$ cat src/rtl/bonus_effect_pkg.sv
// Shared types and widths for the per-tank bonus shield timer.
package bonus_effect_pkg;

    typedef enum logic [1:0] {IDLE, ACTIVE, WARN} bonus_state_t;

    localparam int unsigned SEC_W   = 5;
    localparam int unsigned FRAME_W = 6;
    localparam int unsigned STACK_W = 2;

endpackage

$ cat src/rtl/bonus_effect_channel.sv
// One tank's shield effect: frame-tick countdown, stacked extensions, flashing warning phase.
module bonus_effect_channel
    import bonus_effect_pkg::*;
#(
    parameter int unsigned EFFECT_SEC   = 10,
    parameter int unsigned WARN_SEC     = 3,
    parameter int unsigned SOF_PER_SEC  = 30,
    parameter int unsigned MAX_STACK    = 3,
    parameter int unsigned FLASH_FRAMES = 8
) (
    input  logic               clk,
    input  logic               resetN,
    input  logic               start_of_frame,
    input  logic               bonusIn,
    input  logic               hit,
    output logic               shield,
    output logic               shieldFx,
    output logic [SEC_W-1:0]   secLeft,
    output logic [STACK_W-1:0] stack
);

    localparam logic [1:0] StIdle   = IDLE;
    localparam logic [1:0] StActive = ACTIVE;
    localparam logic [1:0] StWarn   = WARN;

    localparam logic [SEC_W-1:0]   EffSec    = SEC_W'(EFFECT_SEC);
    localparam logic [SEC_W-1:0]   WarnSec   = SEC_W'(WARN_SEC);
    localparam logic [FRAME_W-1:0] FrameLast = FRAME_W'(SOF_PER_SEC - 1);
    localparam logic [FRAME_W-1:0] FlashLast = FRAME_W'(FLASH_FRAMES - 1);
    localparam logic [STACK_W-1:0] MaxStack  = STACK_W'(MAX_STACK);

    logic [1:0]         state_q, state_d;
    logic [FRAME_W-1:0] frame_q, frame_d;
    logic [FRAME_W-1:0] flash_q, flash_d;
    logic [SEC_W-1:0]   sec_q, sec_d;
    logic [STACK_W-1:0] stack_q, stack_d;
    logic               fx_q, fx_d;

    logic               sec_tick;
    logic [SEC_W-1:0]   sec_dec;

    assign sec_tick = start_of_frame && (frame_q == FrameLast);
    assign sec_dec  = (sec_q != '0) ? sec_q - 1'b1 : '0;

    always_comb begin
        state_d = state_q;
        frame_d = frame_q;
        flash_d = flash_q;
        sec_d   = sec_q;
        stack_d = stack_q;
        fx_d    = fx_q;
        case (state_q)
            StIdle: begin
                if (bonusIn) begin
                    state_d = StActive;
                    sec_d   = EffSec;
                    frame_d = '0;
                    flash_d = '0;
                    stack_d = '0;
                    fx_d    = 1'b1;
                end
            end
            default: begin
                if (hit) begin
                    state_d = StIdle;
                    frame_d = '0;
                    flash_d = '0;
                    sec_d   = '0;
                    stack_d = '0;
                    fx_d    = 1'b0;
                end else begin
                    if (start_of_frame) begin
                        frame_d = sec_tick ? '0 : frame_q + 1'b1;
                        if (state_q == StWarn) begin
                            flash_d = (flash_q == FlashLast) ? '0 : flash_q + 1'b1;
                            if (flash_q == FlashLast) fx_d = ~fx_q;
                        end
                    end
                    if (sec_tick && (sec_dec == '0)) begin
                        // A bonus arriving on the expiring tick is spent on the reload itself.
                        flash_d = '0;
                        if (bonusIn || (stack_q != '0)) begin
                            if (!bonusIn) stack_d = stack_q - 1'b1;
                            state_d = StActive;
                            sec_d   = EffSec;
                            fx_d    = 1'b1;
                        end else begin
                            state_d = StIdle;
                            sec_d   = '0;
                            fx_d    = 1'b0;
                        end
                    end else begin
                        if (sec_tick) begin
                            sec_d = sec_dec;
                            if ((state_q == StActive) && (sec_dec <= WarnSec)) begin
                                state_d = StWarn;
                                flash_d = '0;
                                fx_d    = 1'b1;
                            end
                        end
                        if (bonusIn && (stack_q < MaxStack)) stack_d = stack_q + 1'b1;
                    end
                end
            end
        endcase
    end

    always_ff @(posedge clk or negedge resetN) begin
        if (!resetN) begin
            state_q <= StIdle;
            frame_q <= '0;
            flash_q <= '0;
            sec_q   <= '0;
            stack_q <= '0;
            fx_q    <= 1'b0;
        end else begin
            state_q <= state_d;
            frame_q <= frame_d;
            flash_q <= flash_d;
            sec_q   <= sec_d;
            stack_q <= stack_d;
            fx_q    <= fx_d;
        end
    end

    assign shield   = (state_q != StIdle);
    assign shieldFx = fx_q;
    assign secLeft  = sec_q;
    assign stack    = stack_q;

endmodule

$ cat src/rtl/bonus_effect_timer.sv
// Two independent tank shield timers driven by election-house bonus pulses.
module bonus_effect_timer
    import bonus_effect_pkg::*;
#(
    parameter int unsigned EFFECT_SEC   = 10,
    parameter int unsigned WARN_SEC     = 3,
    parameter int unsigned SOF_PER_SEC  = 30,
    parameter int unsigned MAX_STACK    = 3,
    parameter int unsigned FLASH_FRAMES = 8
) (
    input  logic               clk,
    input  logic               resetN,
    input  logic               start_of_frame,
    input  logic               tank1BonusIn,
    input  logic               tank2BonusIn,
    input  logic               tank1Hit,
    input  logic               tank2Hit,
    output logic               tank1Shield,
    output logic               tank2Shield,
    output logic               tank1ShieldFx,
    output logic               tank2ShieldFx,
    output logic [SEC_W-1:0]   tank1SecLeft,
    output logic [SEC_W-1:0]   tank2SecLeft,
    output logic [STACK_W-1:0] tank1Stack,
    output logic [STACK_W-1:0] tank2Stack
);

    bonus_effect_channel #(
        .EFFECT_SEC  (EFFECT_SEC),
        .WARN_SEC    (WARN_SEC),
        .SOF_PER_SEC (SOF_PER_SEC),
        .MAX_STACK   (MAX_STACK),
        .FLASH_FRAMES(FLASH_FRAMES)
    ) u_tank1 (
        .clk           (clk),
        .resetN        (resetN),
        .start_of_frame(start_of_frame),
        .bonusIn       (tank1BonusIn),
        .hit           (tank1Hit),
        .shield        (tank1Shield),
        .shieldFx      (tank1ShieldFx),
        .secLeft       (tank1SecLeft),
        .stack         (tank1Stack)
    );

    bonus_effect_channel #(
        .EFFECT_SEC  (EFFECT_SEC),
        .WARN_SEC    (WARN_SEC),
        .SOF_PER_SEC (SOF_PER_SEC),
        .MAX_STACK   (MAX_STACK),
        .FLASH_FRAMES(FLASH_FRAMES)
    ) u_tank2 (
        .clk           (clk),
        .resetN        (resetN),
        .start_of_frame(start_of_frame),
        .bonusIn       (tank2BonusIn),
        .hit           (tank2Hit),
        .shield        (tank2Shield),
        .shieldFx      (tank2ShieldFx),
        .secLeft       (tank2SecLeft),
        .stack         (tank2Stack)
    );

endmodule

$ cat config.mk
export PLATFORM = sky130hd
export DESIGN_NAME = bonus_effect_timer
export DESIGN_NICKNAME = d
export VERILOG_FILES = /design/src/rtl/bonus_effect_pkg.sv /design/src/rtl/bonus_effect_channel.sv /design/src/rtl/bonus_effect_timer.sv
export SDC_FILE = /design/constraint.sdc
export NUM_CORES = 1
export LEC_CHECK = 0
export CORE_ASPECT_RATIO = 0.9
export CORE_MARGIN = 5
export CORE_UTILIZATION = 60
export DETAILED_ROUTE_END_ITERATION = 10
export DONT_BUFFER_PORTS = 1
export GPL_TIMING_DRIVEN = 0
export PLACE_DENSITY = 0.79
export SLEW_MARGIN = 40
export SYNTH_ARGS = -nofsm -noshare
export SYNTH_HDL_FRONTEND = slang
export SYNTH_SLANG_ARGS = --single-unit
$ cat constraint.sdc
create_clock -name clk -period 3.6 [get_ports clk]
set_input_delay 1.08 -clock clk [delete_from_list [all_inputs] [get_ports clk]]
set_output_delay 1.08 -clock clk [all_outputs]
set_load 0.01 [all_outputs]
==> flow_summary.ini, run 1 <==
[outcome]
status = completed

[route]
drc_errors = 0
vias = 2390
wl_per_cell_um = 15.5
via_per_inst = 6.29
drt_first_pass_iters = 5
ant_nets = 0
drt-initial-drc-count = 149
drt_wl_total_um = 5900

[die]
die_h_um = 74.0
die-width_um = 81.1
die_area_um2 = 5990
core_area_um2 = 4430
fp-row-count = 23
initial_core_util_pct = 61.5
io_pins = 25

[hold_path]
hold_path.class = in2async

[clocking]
ctsHtreeMaxLevel = 2
cts.sinks = 44
cts-buffers-inserted = 5
cts_buffer_depth = 2
clk_latency_ps = 290
cts_tree = yes
cts_root_buffer = clkbuf_8
clk_pin_slew_ps = 80
post-cts-setup-buffers = 0
ctsResizeCount = 0
cts_hold_buf = 0

[timing]
tightest_slew_ps = 752
setup_viol = 0
rsz0062_at_grt = no
period_share_pct = 78.8
finalClockSkew_ps = 6.88
report.final.slew_viol_count = 0
maxSlewHeadroom_pct = 49.8
fmax_mhz = 352
tns_ps = 0
fin_ws_ps = 762
report.final.hold_viol_count = 0
min_period_ps = 2840

[logic_synthesis]
yosysUniqueCellTypes = 59
synth_area_leaders = dfrtp_1 (40%), nor2_1 (5.8%), a21oi_1 (4.4%)
synth-main-ff-cell = dfrtp_1
syn-num-nets = 325
ys_ff_latch = 44
ys_warn_count = 0
syn_area_um2 = 2730
synth_area_per_cell_um2 = 8.79
synth_enable_flop_cells = 0
synth_commonest_cells = dfrtp_1 (44), nor2_1 (42), nand2_1 (30)
syn_inst = 310
synthMostInstantiatedCell = dfrtp_1
synth_top_area_cell = dfrtp_1
async_reset_ff_share_pct = 100
yosysSeqAreaShare_pct = 40.4
synth.top_cell.area_share_pct = 40.4

[global_routing]
grt.total_usage_pct = 21.7
grt-ovfl-total = 0
antenna_found_initial = 0
grt_pass1_wl_um = 10300
grt_pass1_vias = 2243
grt_max_degree = 45

[critical_path]
path_class = reg2reg
cp-end-kind = flip-flop
path_max_fanout = 8
critPathLaunchType = flip-flop
cp.arrival_ps = 3010
timing.rr.start = u_tank1.secLeft[0]$_DFFE_PN0P_
worst_ep_required_time_ps = 3770
r2r_cells = 8
r2r_slack_ps = 760
r2r_end = u_tank1.stack[0]$_DFFE_PN0P_

[power_and_ir_drop]
switching_share_pct = 44.3
p_seq_share_pct = 41.1
power.total_uw = 1850
intPower_uw = 1030
p_leak_uw = 0.00118
p_comb_share_pct = 41.9
peakVddDrop_v = 0.000308
power.switching_uw = 822
power.density_nw_per_um2 = 640
power_frac_clock_pct = 17.0

[layout]
final_util_pct = 65.4
drive_gt1_share_pct = 6.29
fin_nets = 332
diodes = 0
area_delta_synth_final_pct = 6.24

[place]
dpl_worst_slack_ps = 707
hpwl_um = 4250
port-buffer-count = 0
gp_congestion = 0.827

[flow_run]
drv_cap = 0
## worst max-delay path, stage by stage, from the launching register on
cell and delay [ps]:
dfrtp_1 530, inv_1 80, ha_1 270, or4b_1 490, a21o_1 240, a2111o_1 500
mux2_1 350, a31oi_1 170, o22ai_1 100
## metrics by stage
step	hold WS, ps	std cells	area, um^2
final	473	380	2900
after floorplan	471	310	2730
after global placement	479	372	2800
after global routing	453	380	2900
after CTS	464	380	2900
after detailed placement	503	372	2800
## power groups by stage
stage          Sequential [uW]  Combinational [uW]  Clock, uW
4_1_cts                    761                 769        325
5_1_grt                    786                 876        348
3_3_place_gp               765                 737          0
3_5_place_dp               770                 764          0
6_report                   763                 777        315
2_1_floorplan              729                 619          0
## how the worst max path moves through the flow
stage                                         startpoint                        endpoint  slack [ps]  cells after the start
after global routing      u_tank1.secLeft[1]$_DFFE_PN0P_    u_tank1.stack[0]$_DFFE_PN0P_         530                      8
after global placement                    start_of_frame  u_tank2.state_q[0]$_DFFE_PN0P_         710                      5
final                     u_tank1.secLeft[0]$_DFFE_PN0P_    u_tank1.stack[0]$_DFFE_PN0P_         760                      8
after CTS                 u_tank1.secLeft[0]$_DFFE_PN0P_    u_tank1.stack[0]$_DFFE_PN0P_         750                      8
after detailed placement                  start_of_frame  u_tank2.state_q[0]$_DFFE_PN0P_         710                      5
after floorplan                           start_of_frame    u_tank2.stack[0]$_DFFE_PN0P_         970                      6
## area by class of cell
cell class / count / area (um^2)
inverter: 14 / 52.6
fill: 399 / 1540
clock buffer: 6 / 82.6
clock inverter: 2 / 10.0
tap: 62 / 77.6
multi-input combinational: 247 / 1540
buffer: 5 / 30.0
sequential: 44 / 1100
## routing by layer
| metal | vias up | share of wire (%) | track usage, % |
|---|---|---|---|
| met5 | - | 0 | 0 |
| met4 | 0 | 1.3 | 6.75 |
| met3 | 9 | 5.6 | 4.84 |
| met2 | 65 | 45 | 30.8 |
| met1 | 1141 | 48 | 32.9 |
| li1 | 1175 | - | - |
## flip-flops by register name (all words and copies together) (netlist names)
register,flops
u_tank1.stack,2
u_tank2.shieldFx,1
u_tank2.frame_q,6
u_tank2.state_q,2
u_tank2.secLeft,5
u_tank1.frame_q,6
u_tank1.shieldFx,1
u_tank1.state_q,2
u_tank2.flash_q,6
u_tank1.flash_q,6
u_tank1.secLeft,5
u_tank2.stack,2
## kinds of logic after synthesis
| logic type | after synthesis | synth area share (%) |
|---|---|---|
| AOI/OAI and AO/OA | 92 | 23.3 |
| xor gates and xnor gates | 9 | 2.89 |
| adders and majority gates | 8 | 3.67 |
| buffers and inverters | 19 | 3.03 |
| DFF | 44 | 40.4 |
| muxes | 6 | 2.29 |
| and+or+nand+nor | 132 | 24.4 |
## cells in the final DEF, fill, tap and decap left out, types with 7 or more instances in the layout
master,n
dfrtp_1,44
nor2_1,42
nand2_1,30
a21oi_1,24
o21ai_0,15
inv_1,12
nand3_1,11
o22ai_1,8
nor3_1,8
nand4_1,8
ha_1,8
xor2_1,7
No activity file was read; power rests on OpenSTA's default activity.
==> run 2, diff against run 1 <==
Settings changed: CORE_UTILIZATION 60 to 57, PLACE_DENSITY 0.79 to 0.78.
Clock period 3.6 ns to 2.5 ns, I/O delays scaled along.
==> flow_summary.ini, run 2 (synthesis results as in run 1) <==
[place]
dpl_worst_slack_ps = -213
port-buffer-count = 0
gp_congestion = 0.825
hpwl_um = 4190

[die]
die_area_um2 = 6270
initial_core_util_pct = 60.0
core_area_um2 = 4550
fp-row-count = 23
io_pins = 25
die_h_um = 75.6
die-width_um = 82.9

[layout]
drive_gt1_share_pct = 12.3
final_cell_mix = dfrtp_1 (42), nor2_1 (40), nand2_1 (30), a21oi_1 (20), o21ai_0 (15)
layout_commonest_cell = dfrtp_1
diodes = 0
area_delta_synth_final_pct = 11.1
fin_nets = 338
fill_cells = 390

[critical_path]
r2r_cells = 8
cp.arrival_ps = 2700
cp_num_cells = 8
slowest_stage = dfrtp_2
cp-end-kind = flip-flop
worst_ep_required_time_ps = 2670
crit_chain = inv_2, ha_4, or4b_1, a21o_1, a2111o_1, mux2_4, a31oi_4, o22ai_2
path_delay_family = compound AO/OA/AOI/OAI gates
path_max_fanout = 8
path_buf_inv = 1
path_class = reg2reg
critPathLaunchType = flip-flop
slowest_delay_ps = 480

[clocking]
clk_pin_slew_ps = 90
clk_latency_ps = 290
cts_buffer_depth = 2
cts.sinks = 44
cts_hold_buf = 0
ctsHtreeMaxLevel = 2
cts_root_buffer = clkbuf_8
cts_tree = yes
cts-buffers-inserted = 5

[outcome]
status = finished with violations
violations = setup timing

[route]
drt_first_pass_iters = 4
drt-initial-drc-count = 176
ant_nets = 0
met2_length_um = 2770
vias = 2429
drt_wl_total_um = 6120
via_per_inst = 6.29
top_layer = met4
wl_met3_um = 346
wl_per_cell_um = 15.8
drc_errors = 0
wl_met1_um = 2960

[timing]
rsz0062_at_grt = yes
setup_viol = 1
fmax_mhz = 396
min_period_ps = 2530
period_share_pct = 101
report.final.slew_viol_count = 0
report.final.hold_viol_count = 0
fin_ws_ps = -28.3
tightest_slew_ps = 688
finalClockSkew_ps = 13.3
maxSlewHeadroom_pct = 54.0

[power_and_ir_drop]
p_leak_uw = 0.00122
power.total_uw = 2820
peakVddDrop_v = 0.000527
power.density_nw_per_um2 = 932

[global_routing]
grt_pass1_vias = 2189
grt_pass1_wl_um = 10200
grt-ovfl-total = 0
antenna_found_initial = 0
grt.total_usage_pct = 20.0
grt_max_degree = 45

[hold_path]
hold_path.class = in2async

[flow_run]
drv_cap = 0
## run 2: worst register-to-register path, cell delays in order (launching register included)
cell and delay, ps:
dfrtp_2 480, inv_2 70, ha_4 160, or4b_1 480
a21o_1 260, a2111o_1 430, mux2_4 330, a31oi_4 130
o22ai_2 70
## run 2: stage by stage
step | area [um^2] | TNS (ps) | hold WS (ps) | utilization [%] | instances
2_1_floorplan | 2730 | 0 | 454 | - | 310
3_3_place_gp | 2810 | -326 | 456 | 61.7 | 372
3_5_place_dp | 2810 | -663 | 455 | 61.7 | 372
4_1_cts | 2930 | 0 | 131 | 64.5 | 381
5_1_grt | 3030 | -130 | 121 | 66.6 | 386
6_report | 3030 | -28.3 | 139 | 66.6 | 386
## run 2: report_power, final
part / internal [uW] / total (uW) / leakage, uW / switching, uW
combinational: 499 / 1260 / 0.000592 / 763
sequential: 847 / 1110 / 0.000586 / 262
clock: 226 / 452 / 0.0000455 / 226
## run 2: final cells by class
| type | count | area, um^2 | area share, % |
|---|---|---|---|
| clock buffer | 8 | 90.1 | 2.98 |
| buffer | 5 | 30.0 | 0.992 |
| tap | 62 | 77.6 | 2.56 |
| multi-input combinational | 247 | 1630 | 53.7 |
| sequential | 44 | 1100 | 36.4 |
| inverter | 14 | 52.6 | 1.74 |
| timing repair buffer | 6 | 48.8 | 1.61 |
## run 2: what timing repair did
item	4_1_cts	5_1_grt
pin swaps	5	5
buffers inserted	1	5
gates resized for setup	8	11
endpoints found under the setup margin	11	29
## run 2: worst paths after layout
| kind | from | to | slack, ps |
|---|---|---|---|
| setup reg to reg | u_tank1.secLeft[0]$_DFFE_PN0P_ | u_tank1.stack[0]$_DFFE_PN0P_ | -30 |
| setup / recovery | u_tank1.secLeft[0]$_DFFE_PN0P_ | u_tank1.stack[0]$_DFFE_PN0P_ | -30 |
| hold reg to reg | u_tank1.flash_q[4]$_DFFE_PN0P_ | u_tank1.flash_q[4]$_DFFE_PN0P_ | 500 |
| hold / removal | resetN | u_tank2.stack[0]$_DFFE_PN0P_ | 140 |
| max in group asynchronous | resetN | u_tank1.secLeft[0]$_DFFE_PN0P_ | 2250 |
| min in group clk | u_tank1.flash_q[4]$_DFFE_PN0P_ | u_tank1.flash_q[4]$_DFFE_PN0P_ | 500 |
## run 2: metal layers
| metal | up-vias | global-route usage [%] |
|---|---|---|
| met1 | 1181 | 28.6 |
| met2 | 57 | 30.5 |
| met3 | 4 | 4.76 |
| met5 | - | 0 |
| met4 | 0 | 5.99 |
| li1 | 1187 | - |
